===== src/rtl/tdm_demux_16_pkg.sv =====
// Shared definitions for the 16-channel TDM demultiplexer: channel count,
// counter width, frame FSM states and small channel-counter helpers.
package tdm_demux_16_pkg;

  localparam int NUM_CH = 16;
  localparam int CH_W   = 4;

  // Channel index of the final slot in a frame; writing it ends the frame.
  localparam logic [CH_W-1:0] LAST_CH = CH_W'(NUM_CH - 1);

  // Frame-mode sequencing states.
  typedef enum logic [1:0] {
    IDLE    = 2'd0,
    COLLECT = 2'd1,
    DONE    = 2'd2
  } state_t;

  // Advance the channel counter; wraps naturally from LAST_CH back to 0.
  function automatic logic [CH_W-1:0] next_ch(input logic [CH_W-1:0] c);
    return c + CH_W'(1);
  endfunction

  // True when the given channel is the final slot of a frame.
  function automatic logic is_last_ch(input logic [CH_W-1:0] c);
    return (c == LAST_CH);
  endfunction

endpackage


===== src/rtl/tdm_demux_16_demux_1x4.sv =====
// One-to-four combinational demultiplexer. Used as the building block of
// the hierarchical one-hot write-enable decoder in tdm_demux_16.
module demux_1x4 (
  input  logic       en,
  input  logic [1:0] s,
  output logic [3:0] y
);

  // Route the enable onto the selected output; every other output is low.
  always_comb begin
    y    = 4'b0000;
    y[s] = en;
  end

endmodule


===== src/rtl/tdm_demux_16.sv =====
// 16-channel, 1-bit-per-channel TDM demultiplexer. In addressed mode each
// valid bit lands on the channel named by sel; in frame mode a start pulse
// opens a frame and successive valid bits fill channels 0..15 in order.
module tdm_demux_16
  import tdm_demux_16_pkg::*;
(
  input  logic              clk,
  input  logic              rst_n,
  input  logic              din,
  input  logic              din_valid,
  input  logic [CH_W-1:0]   sel,
  input  logic              mode,
  input  logic              start,
  input  logic              clr,
  output logic [NUM_CH-1:0] out,
  output logic [CH_W-1:0]   ch,
  output logic              busy,
  output logic              frame_done
);

  state_t              state;
  logic                wr_req;
  logic [CH_W-1:0]     wr_addr;
  logic [3:0]          grp_en;
  logic [NUM_CH-1:0]   wr_en;
  logic [NUM_CH-1:0]   out_next;

  // Choose the write target: sel while idle in addressed mode, the counter
  // while collecting a frame; DONE and idle frame-mode cycles never write.
  always_comb begin
    wr_addr = sel;
    wr_req  = 1'b0;
    unique case (state)
      IDLE: begin
        wr_req = din_valid && !mode;
      end
      COLLECT: begin
        wr_addr = ch;
        wr_req  = din_valid;
      end
      default: begin
        wr_req = 1'b0;
      end
    endcase
  end

  // Upper select bits pick one group of four channels.
  demux_1x4 u_dec_hi (
    .en (wr_req),
    .s  (wr_addr[3:2]),
    .y  (grp_en)
  );

  // Lower select bits pick the channel inside each group.
  for (genvar g = 0; g < 4; g++) begin : g_dec_lo
    demux_1x4 u_dec_lo (
      .en (grp_en[g]),
      .s  (wr_addr[1:0]),
      .y  (wr_en[g*4 +: 4])
    );
  end

  // Merge the incoming bit into the enabled channel and hold all others.
  always_comb begin
    out_next = (out & ~wr_en) | (wr_en & {NUM_CH{din}});
  end

  // Frame FSM with registered outputs; clr outranks start and din_valid.
  always_ff @(posedge clk or negedge rst_n) begin
    if (!rst_n) begin
      state      <= IDLE;
      out        <= '0;
      ch         <= '0;
      busy       <= 1'b0;
      frame_done <= 1'b0;
    end else if (clr) begin
      state      <= IDLE;
      out        <= '0;
      ch         <= '0;
      busy       <= 1'b0;
      frame_done <= 1'b0;
    end else begin
      out <= out_next;
      unique case (state)
        IDLE: begin
          frame_done <= 1'b0;
          if (mode && start) begin
            state <= COLLECT;
            ch    <= '0;
            busy  <= 1'b1;
          end
        end
        COLLECT: begin
          if (din_valid) begin
            if (is_last_ch(ch)) begin
              ch         <= '0;
              state      <= DONE;
              busy       <= 1'b0;
              frame_done <= 1'b1;
            end else begin
              ch <= next_ch(ch);
            end
          end
        end
        DONE: begin
          frame_done <= 1'b0;
          busy       <= 1'b0;
          state      <= IDLE;
        end
        default: begin
          state      <= IDLE;
          busy       <= 1'b0;
          frame_done <= 1'b0;
        end
      endcase
    end
  end

endmodule


===== config.mk =====
export PLATFORM = sky130hd
export DESIGN_NAME = tdm_demux_16
export DESIGN_NICKNAME = d
export VERILOG_FILES = /design/src/rtl/tdm_demux_16_pkg.sv /design/src/rtl/tdm_demux_16_demux_1x4.sv /design/src/rtl/tdm_demux_16.sv
export SDC_FILE = /design/constraint.sdc
export NUM_CORES = 1
export LEC_CHECK = 0
export ABC_AREA = 1
export CORE_MARGIN = 4
export CORE_UTILIZATION = 30
export DETAILED_ROUTE_END_ITERATION = 16
export SYNTH_ARGS = -nofsm -noshare
export SYNTH_HDL_FRONTEND = slang
export SYNTH_SLANG_ARGS = --single-unit

===== constraint.sdc =====
create_clock -name clk -period 2.6 [get_ports clk]
set_clock_uncertainty 0.05 [all_clocks]
set_input_delay 0.52 -clock clk [delete_from_list [all_inputs] [get_ports clk]]
set_output_delay 0.52 -clock clk [all_outputs]
set_load 0.1 [all_outputs]

---- Yosys cells after proc, flatten, opt, wreduce, memory -nomap -nowiden ----
Cells that the tools add are included.
word-level totals
  flip-flop bits (word level) ............. 24
  bits of input ports ..................... 11
  output and inout bits ................... 22
  logic and storage cells ................. 60
operators by class
  add/subtract/negate cells ............... 1
  order comparisons ....................... 4
  eq/ne operators ......................... 5
  muxes and demuxes ....................... 26
  bitwise operators ....................... 9
  reduce and logical (&&, ||, !) cells .... 10
operators with widths
  kind                                                        count
  AND 16 bit                                                  2
  AND 4 bit                                                   5
  two-way mux 4 bit                                           5
  two-way mux 16 bit                                          1
  inverter 16 bit                                             1
  OR 16 bit                                                   1
  two-way mux 1 bit                                           10
  inequality test 3 bit, second input constant                3
  two-way mux 2 bit                                           4
  case mux 4 bit (2 select lines)                             1
  less-than comparator 2 x 3 -> 1 bit, second input constant  2
  AND reduction 3 bit                                         2
  adder 4 x 1 -> 4 bit, second input constant                 1
  demux 1 bit (select 2 bit)                                  2
  == test 4 bit, second input constant                        1
  >= comparator 2 x 1 -> 1 bit, second input constant         2
  logical AND 1 bit                                           4
  case mux 1 bit (2 select lines)                             2
  case mux 2 bit (2 select lines)                             1
  nonzero test 3 bit                                          1
  == test 2 x 1 -> 1 bit, second input constant               1
  zero test 2 bit                                             1
  AND reduction 2 bit                                         1
  zero test 1 bit                                             1

---- Longest topological paths before layout ----
Gate-level depths: netlist of the first run.
  depth after elaboration ................. 12
  depth in mapped cells ................... 9
  depth with buffers taken out ............ 9

---- Modules after synthesis ----
From an unflattened synthesis of the first run, not the netlist that was laid out.
unflattened totals
  cell total of the unflattened synthesis .. 164
  area, all modules ....................... 1218.7 µm²
by module, submodules not included
  module        instances  cells each  area each (µm²)  sequential area each (µm²)
  tdm_demux_16  1          124         1068.5           600.6
  demux_1x4     5          8           30.0             0.0

---- Least setup slack after synthesis of the first run ----
No wires, ideal clock.
  path kind ............................... register to register
  start point ............................. register, netlist name busy
  end point ............................... register out[13]
  library setup time ...................... 0.123 ns
  arrival time ............................ 1.880 ns
  data required time ...................... 2.427 ns
  setup slack ............................. 0.547 ns
  stages on the path, launching flop included .. 8
  buffers on the path ..................... 0
  period minus slack after synthesis ...... 2.053 ns
  cells stage by stage .................... dfrtp_1 > inv_1 > nor2_4 > nand2_1 > nand2_4 > nor2_4 > a21oi_1 > nor2_1
RTL lines
  element                 RTL line            RTL
  end signal: assignment  tdm_demux_16.sv:83  out <= out_next;
  end: declaration        tdm_demux_16.sv:15  output logic [NUM_CH-1:0] out,

---- Worst setup path after layout of the first run ----
  start point ............................. register ch[0]
  end point ............................... output port ch[0]
RTL lines
  element                   RTL line             RTL
  start: declaration        tdm_demux_16.sv:16   output logic [CH_W-1:0] ch,
  start signal: assignment  tdm_demux_16.sv:101  ch <= next_ch(ch);
No word-level cell between the ends.

==> results of run 1 <==
==> Yosys cell counts, drive strengths merged <==
| master | count | area (µm²) |
|---|---|---|
| nand2 | 48 | 232.7 |
| nor2 | 33 | 193.9 |
| nand3 | 25 | 125.1 |
| dfrtp | 23 | 575.6 |
| a21oi | 17 | 85.08 |
| inv | 15 | 56.30 |
| o21ai | 6 | 75.06 |
| buf | 2 | 23.77 |
| clkbuf | 2 | 7.510 |
| nand4 | 2 | 12.51 |
| clkinv | 1 | 3.750 |
| ha | 1 | 12.51 |
| o41ai | 1 | 8.760 |
| or2 | 1 | 6.260 |
==> worst register-to-register path, stage by stage, from the launching register on <==
cell	delay, ns
dfrtp_1	0.43
inv_2	0.10
nand2_4	0.25
nand2_1	0.08
nand2_1	0.06
nand2_1	0.12
nor2_4	0.22
nand3_1	0.10
nand2_1	0.09
nor2_1	0.04
==> worst max-delay path by stage <==
stage / from / to / slack (ns) / depth (start not counted)
global placement: din_valid / out[0]$_DFF_PN0_ / 0.64 / 8
global route: din_valid / out[7]$_DFF_PN0_ / 0.75 / 8
finish: ch[0]$_DFFE_PN0P_ / ch[0] / 0.88 / 1
detailed placement: din_valid / out[0]$_DFF_PN0_ / 0.62 / 8
floorplan: busy$_DFFE_PN0P_ / out[13]$_DFF_PN0_ / 0.55 / 7
CTS: ch[0]$_DFFE_PN0P_ / ch[0] / 0.88 / 1
==> cells by family after synthesis <==
| group | count (synthesis) | share of synthesized area |
|---|---|---|
| simple gates | 109 | 0.4021 |
| compound gates | 24 | 0.1190 |
| flops | 23 | 0.4056 |
| buf+inv | 20 | 0.06437 |
| fa+ha+maj | 1 | 0.008817 |
==> per-layer routing <==
metal | vias to the layer above | part of all wire
met4 | 0 | 0.011
met1 | 551 | 0.47
met3 | 2 | 0.037
met5 | - | 0
met2 | 29 | 0.48
li1 | 639 | -
==> flip-flops by register name (all words and copies together) (netlist names) <==
signal / cells
state: 1
busy: 1
out: 16
frame_done: 1
ch: 4
==> area by class of cell <==
| class | instances | share of cell area |
|---|---|---|
| Clock inverter | 1 | 0.002813 |
| Timing Repair Buffer | 34 | 0.1575 |
| Clock buffer | 3 | 0.02321 |
| Sequential cell | 23 | 0.3235 |
| Multi-Input combinational cell | 134 | 0.4226 |
| Inverter | 16 | 0.03376 |
| Tap cell | 52 | 0.03657 |
==> where the power goes <==
group	internal, mW	leakage [nW]	switching (mW)
Sequential	0.405	0.317	0.0616
Combinational	0.233	0.535	0.747
Clock	0.107	0.0255	0.124
Total	0.745	0.877	0.932
==> reports/qor.csv, run 1 <==
metric;value;unit
dp_hpwl;2434;µm
met1_usage;0.1604;
fmax;581.7;MHz
maxSlewViolCount;0;
core.rowCount;24;
syn_area;1419;µm²
r2r_cells;9;
final_cell_mix;41 x nand2_1, 25 x nand3_1, 24 x buf_4;
grt_start_max_net_pins;24;
synth.ff_latch_count;23;
final_cell_area;1779;µm²
drtIter0Drc;70;
mostFrequentLayoutCell;nand2_1;
critPathTopFamily;flip-flops;
cts.sinks;23;
busiest_layer;met2;
final_cell_count_no_fill;263;
fin_crit;1.719;ns
core_area;4474;µm²
pin_count;33;
grt_use_met2;0.1829;
use_met3;0.01639;
crit_path_max_fanout;7;
track_usage;0.1160;
placedCellCount;259;
setup_viol;0;
grt_pass1_wl;5637;µm
dr.pass1.iters;4;
cts_hold_buf;0;
vias;1221;
die_area;5894;µm²
synth_fp_nets;189;
cts_tree;built;
slew-limit-headroom;0.6706;
io_buffers;32;
nets;224;
cts_max_level;1;
fin_worst_hold_slack;0.4362;ns
critical_path_class;flop to output pin;
worst_r2r_endpoint;out[0]$_DFF_PN0_;
syn_inst;177;
critPathArrivalTime;1.15;ns
avgSynthCellArea;8.016;µm²
crit_chain;buf_4;
wire_per_inst;12.84;µm
cts_setup_buffers;0;
tns;0;ns
ys_seq_area_frac;0.4056;
drc;0;
grt_pass1_vias;1172;
hold_depth;2;
final_hold_viol_count;0;
min-delay-start;frame_done$_DFFE_PN0P_;
p_per_area;942.7;nW/µm²
worst_slew_pin_slew;0.4936;ns
routed_wl;3376;µm
cts_max_path_buffers;2;
cp-start-kind;flop;
die_h;76.77;µm
status;finished, final reports clean;
leakage;0.8768;nW
placed_area;1733;µm²
syn_to_final_growth;25.40;%
start_util;0.3171;
antenna_found_initial;0;
layout-drive-gt1-share;0.2417;
grt_overflow_total;0;
ir_worst_vdd;0.2765;mV
cts_buffers;3;
rrSetupSlack;0.95;ns
vias_per_cell;4.643;
multiInputGateArea;752.0;µm²
path_clk_slew;0.09;ns
post_cts_resize_count;0;
worst_slack;0.8810;ns
cp_slowest_cell;dfrtp_1;
ant_nets;0;
clkLatencyLatePin;0.26;ns
place.gp.congestion;0.7745;
required;2.03;ns
fill_cells;469;
n_antenna_cell;0;
clockRootBuffer;clkbuf_8;
die_w;76.77;µm
period_share;0.6612;
seq_area;575.6;µm²
max_cap_viol_count;0;
min_to;frame_done$_DFFE_PN0P_;
critPathMaxStageDelay;0.53;ns
total_power;1.677;mW
synth.distinct_cells;21;
cp.buffers_inverters;1;
rsz0062_at_grt;false;
postLayoutCoreUtil;0.3977;
hold_path.class;flop to flop;
yosysWarnings;0;
worst_setup_path_end_kind;output pin;
r2r_start;state[1]$_DFFE_PN0P_;
pre_cts_ws;0.6206;ns
Power figures use the tool's default switching activity.
==> run 2, diff against run 1 <==
clock period = 1.5 ns   (was 2.6 ns; I/O delays follow)
==> run 2 against run 1 <==
The run now ends with setup timing left. Register-to-register slack lost 0.96 ns. Global-route usage grew 0.64 points. Critical path depth grew 1. Clock-buffer cell count grew 1. Clock power grew 74%. Routed wire length grew 6.2%. Largest cell class unchanged. Design area grew 31%. Non-clock buffer count grew 20.
==> reports/qor.csv, run 2 (synthesis gave the netlist of run 1 again) <==
metric;value;unit
status;finished, violations left;
violations;setup timing;
io_buffers;32;
period_share;1.022;
mostFrequentLayoutCell;nand2_1;
antenna_found_initial;0;
dr.pass1.iters;4;
cts_buffers;3;
path_clk_slew;0.09;ns
leakage;1.044;nW
cts_max_level;1;
max_cap_viol_count;0;
postLayoutCoreUtil;0.5199;
vias;1332;
sw_frac_of_total;0.5005;
seq_area;591.8;µm²
cts_hold_buf;0;
core.rowCount;24;
hold_path.class;primary input to async pin;
p_sw;1.826;mW
p_int;1.822;mW
worst_slack;-0.03237;ns
reg_top3;out x16, ch x4;
maxSlewViolCount;0;
syn_to_final_growth;63.93;%
clkLatencyLatePin;0.27;ns
n_antenna_cell;0;
clockRootBuffer;clkbuf_8;
grt_pass1_wl;5934;µm
power_frac_clock;0.110;
seq_power_share;0.240;
fill_cells;409;
dp_hpwl;2587;µm
tns;-0.06460;ns
ant_nets;0;
final_cell_mix;37 x nand2_1, 22 x nor2_1, 22 x buf_12;
track_usage;0.1224;
die_h;76.77;µm
cts.sinks;23;
grt_start_max_net_pins;24;
die_area;5894;µm²
cts_tree;built;
largest_register_ffs;16;
fmax;652.6;MHz
combPwrFrac;0.650;
routed_wl;3584;µm
place.gp.congestion;0.8010;
rsz0062_at_grt;true;
critPathArrivalTime;1.18;ns
vias_per_cell;4.690;
drtIter0Drc;82;
worst_setup_path_end_kind;output pin;
setup_viol;5;
required;1.15;ns
cts_max_path_buffers;2;
nets;245;
worst_slew_pin_slew;0.5190;ns
die_w;76.77;µm
ir_worst_vdd;0.9602;mV
pin_count;33;
critical_path_class;flop to output pin;
layout-drive-gt1-share;0.3879;
drc;0;
grt_pass1_vias;1262;
start_util;0.3171;
core_area;4474;µm²
grt_overflow_total;0;
wire_per_inst;12.62;µm
final_hold_viol_count;0;
slew-limit-headroom;0.6536;
multiInputGateArea;832.0;µm²
top_register;out;
p_per_area;1568;nW/µm²
cp-start-kind;flop;
crit_path_max_fanout;7;
fin_crit;1.532;ns
run 2: cell types whose count changed in the layout (fill, tap and decap cells not counted), sizes merged:
| cell | delta |
|---|---|
| buf | +20 |
| clkbuf | +1 |
| inv | -1 |
| nand2 | +1 |
run 2: timing repair:
action	4_1_cts	5_1_grt
pin swaps	1	4
gates cloned	0	1
buffers inserted	0	6
endpoints found under the hold margin	0	0
endpoints found under the setup margin	16	21
resized for setup	3	19
run 2: layer usage:
| layer | global-route usage | wire, µm | vias up |
|---|---|---|---|
| met1 | 0.1648 | 1619 | 628 |
| met5 | 0 | 0 | - |
| met4 | 0.03261 | 36 | 0 |
| li1 | - | - | 681 |
| met3 | 0.02225 | 127 | 2 |
| met2 | 0.2012 | 1801 | 21 |
run 2: power groups by stage:
stage          registers, mW  clock network (mW)  logic (mW)
6_report               0.875               0.401        2.37
5_1_grt                0.891               0.437        2.52
4_1_cts                0.852               0.423        2.16
3_5_place_dp           0.853                   0        2.12
3_3_place_gp           0.854                   0        2.11
2_1_floorplan           1.39                   0       0.889
run 2: final timing paths:
kind / from / endpoint / slack [ns] / depth (start not counted)
max: busy$_DFFE_PN0P_ / busy / -0.03 / 2
min: rst_n / ch[0]$_DFFE_PN0P_ / 0.34 / 2
min in group clk: frame_done$_DFFE_PN0P_ / frame_done$_DFFE_PN0P_ / 0.50 / 2
max in group asynchronous: rst_n / busy$_DFFE_PN0P_ / 0.80 / 2
max reg2reg: busy$_DFFE_PN0P_ / out[8]$_DFF_PN0_ / -0.01 / 7
min reg2reg: frame_done$_DFFE_PN0P_ / frame_done$_DFFE_PN0P_ / 0.50 / 2
run 2: area by class of cell:
| type | count | share of cell area |
|---|---|---|
| clock buffers | 4 | 0.01937 |
| multi-input cells | 135 | 0.3577 |
| repair buffers | 54 | 0.3115 |
| flip-flops and latches | 23 | 0.2544 |
| inverters | 16 | 0.02905 |
| well taps | 52 | 0.02797 |
run 2: critical path, cell delays in order, from the launching register on:
cell,delay [ns]
dfrtp_4,0.58
buf_4,0.17
buf_12,0.15
run 2: through the flow:
step	cells	hold slack, ns	cell area (µm²)	setup slack [ns]	power (mW)
after floorplan	177	-0.04559	1455	-0.07293	2.278
after global placement	273	0.4817	2140	-0.2835	2.964
after detailed placement	273	0.4839	2140	-0.3106	2.977
after CTS	277	0.3514	2200	-0.002825	3.433
after global routing	284	0.3712	2326	-0.1114	3.847
final	284	0.3381	2326	-0.03237	3.648
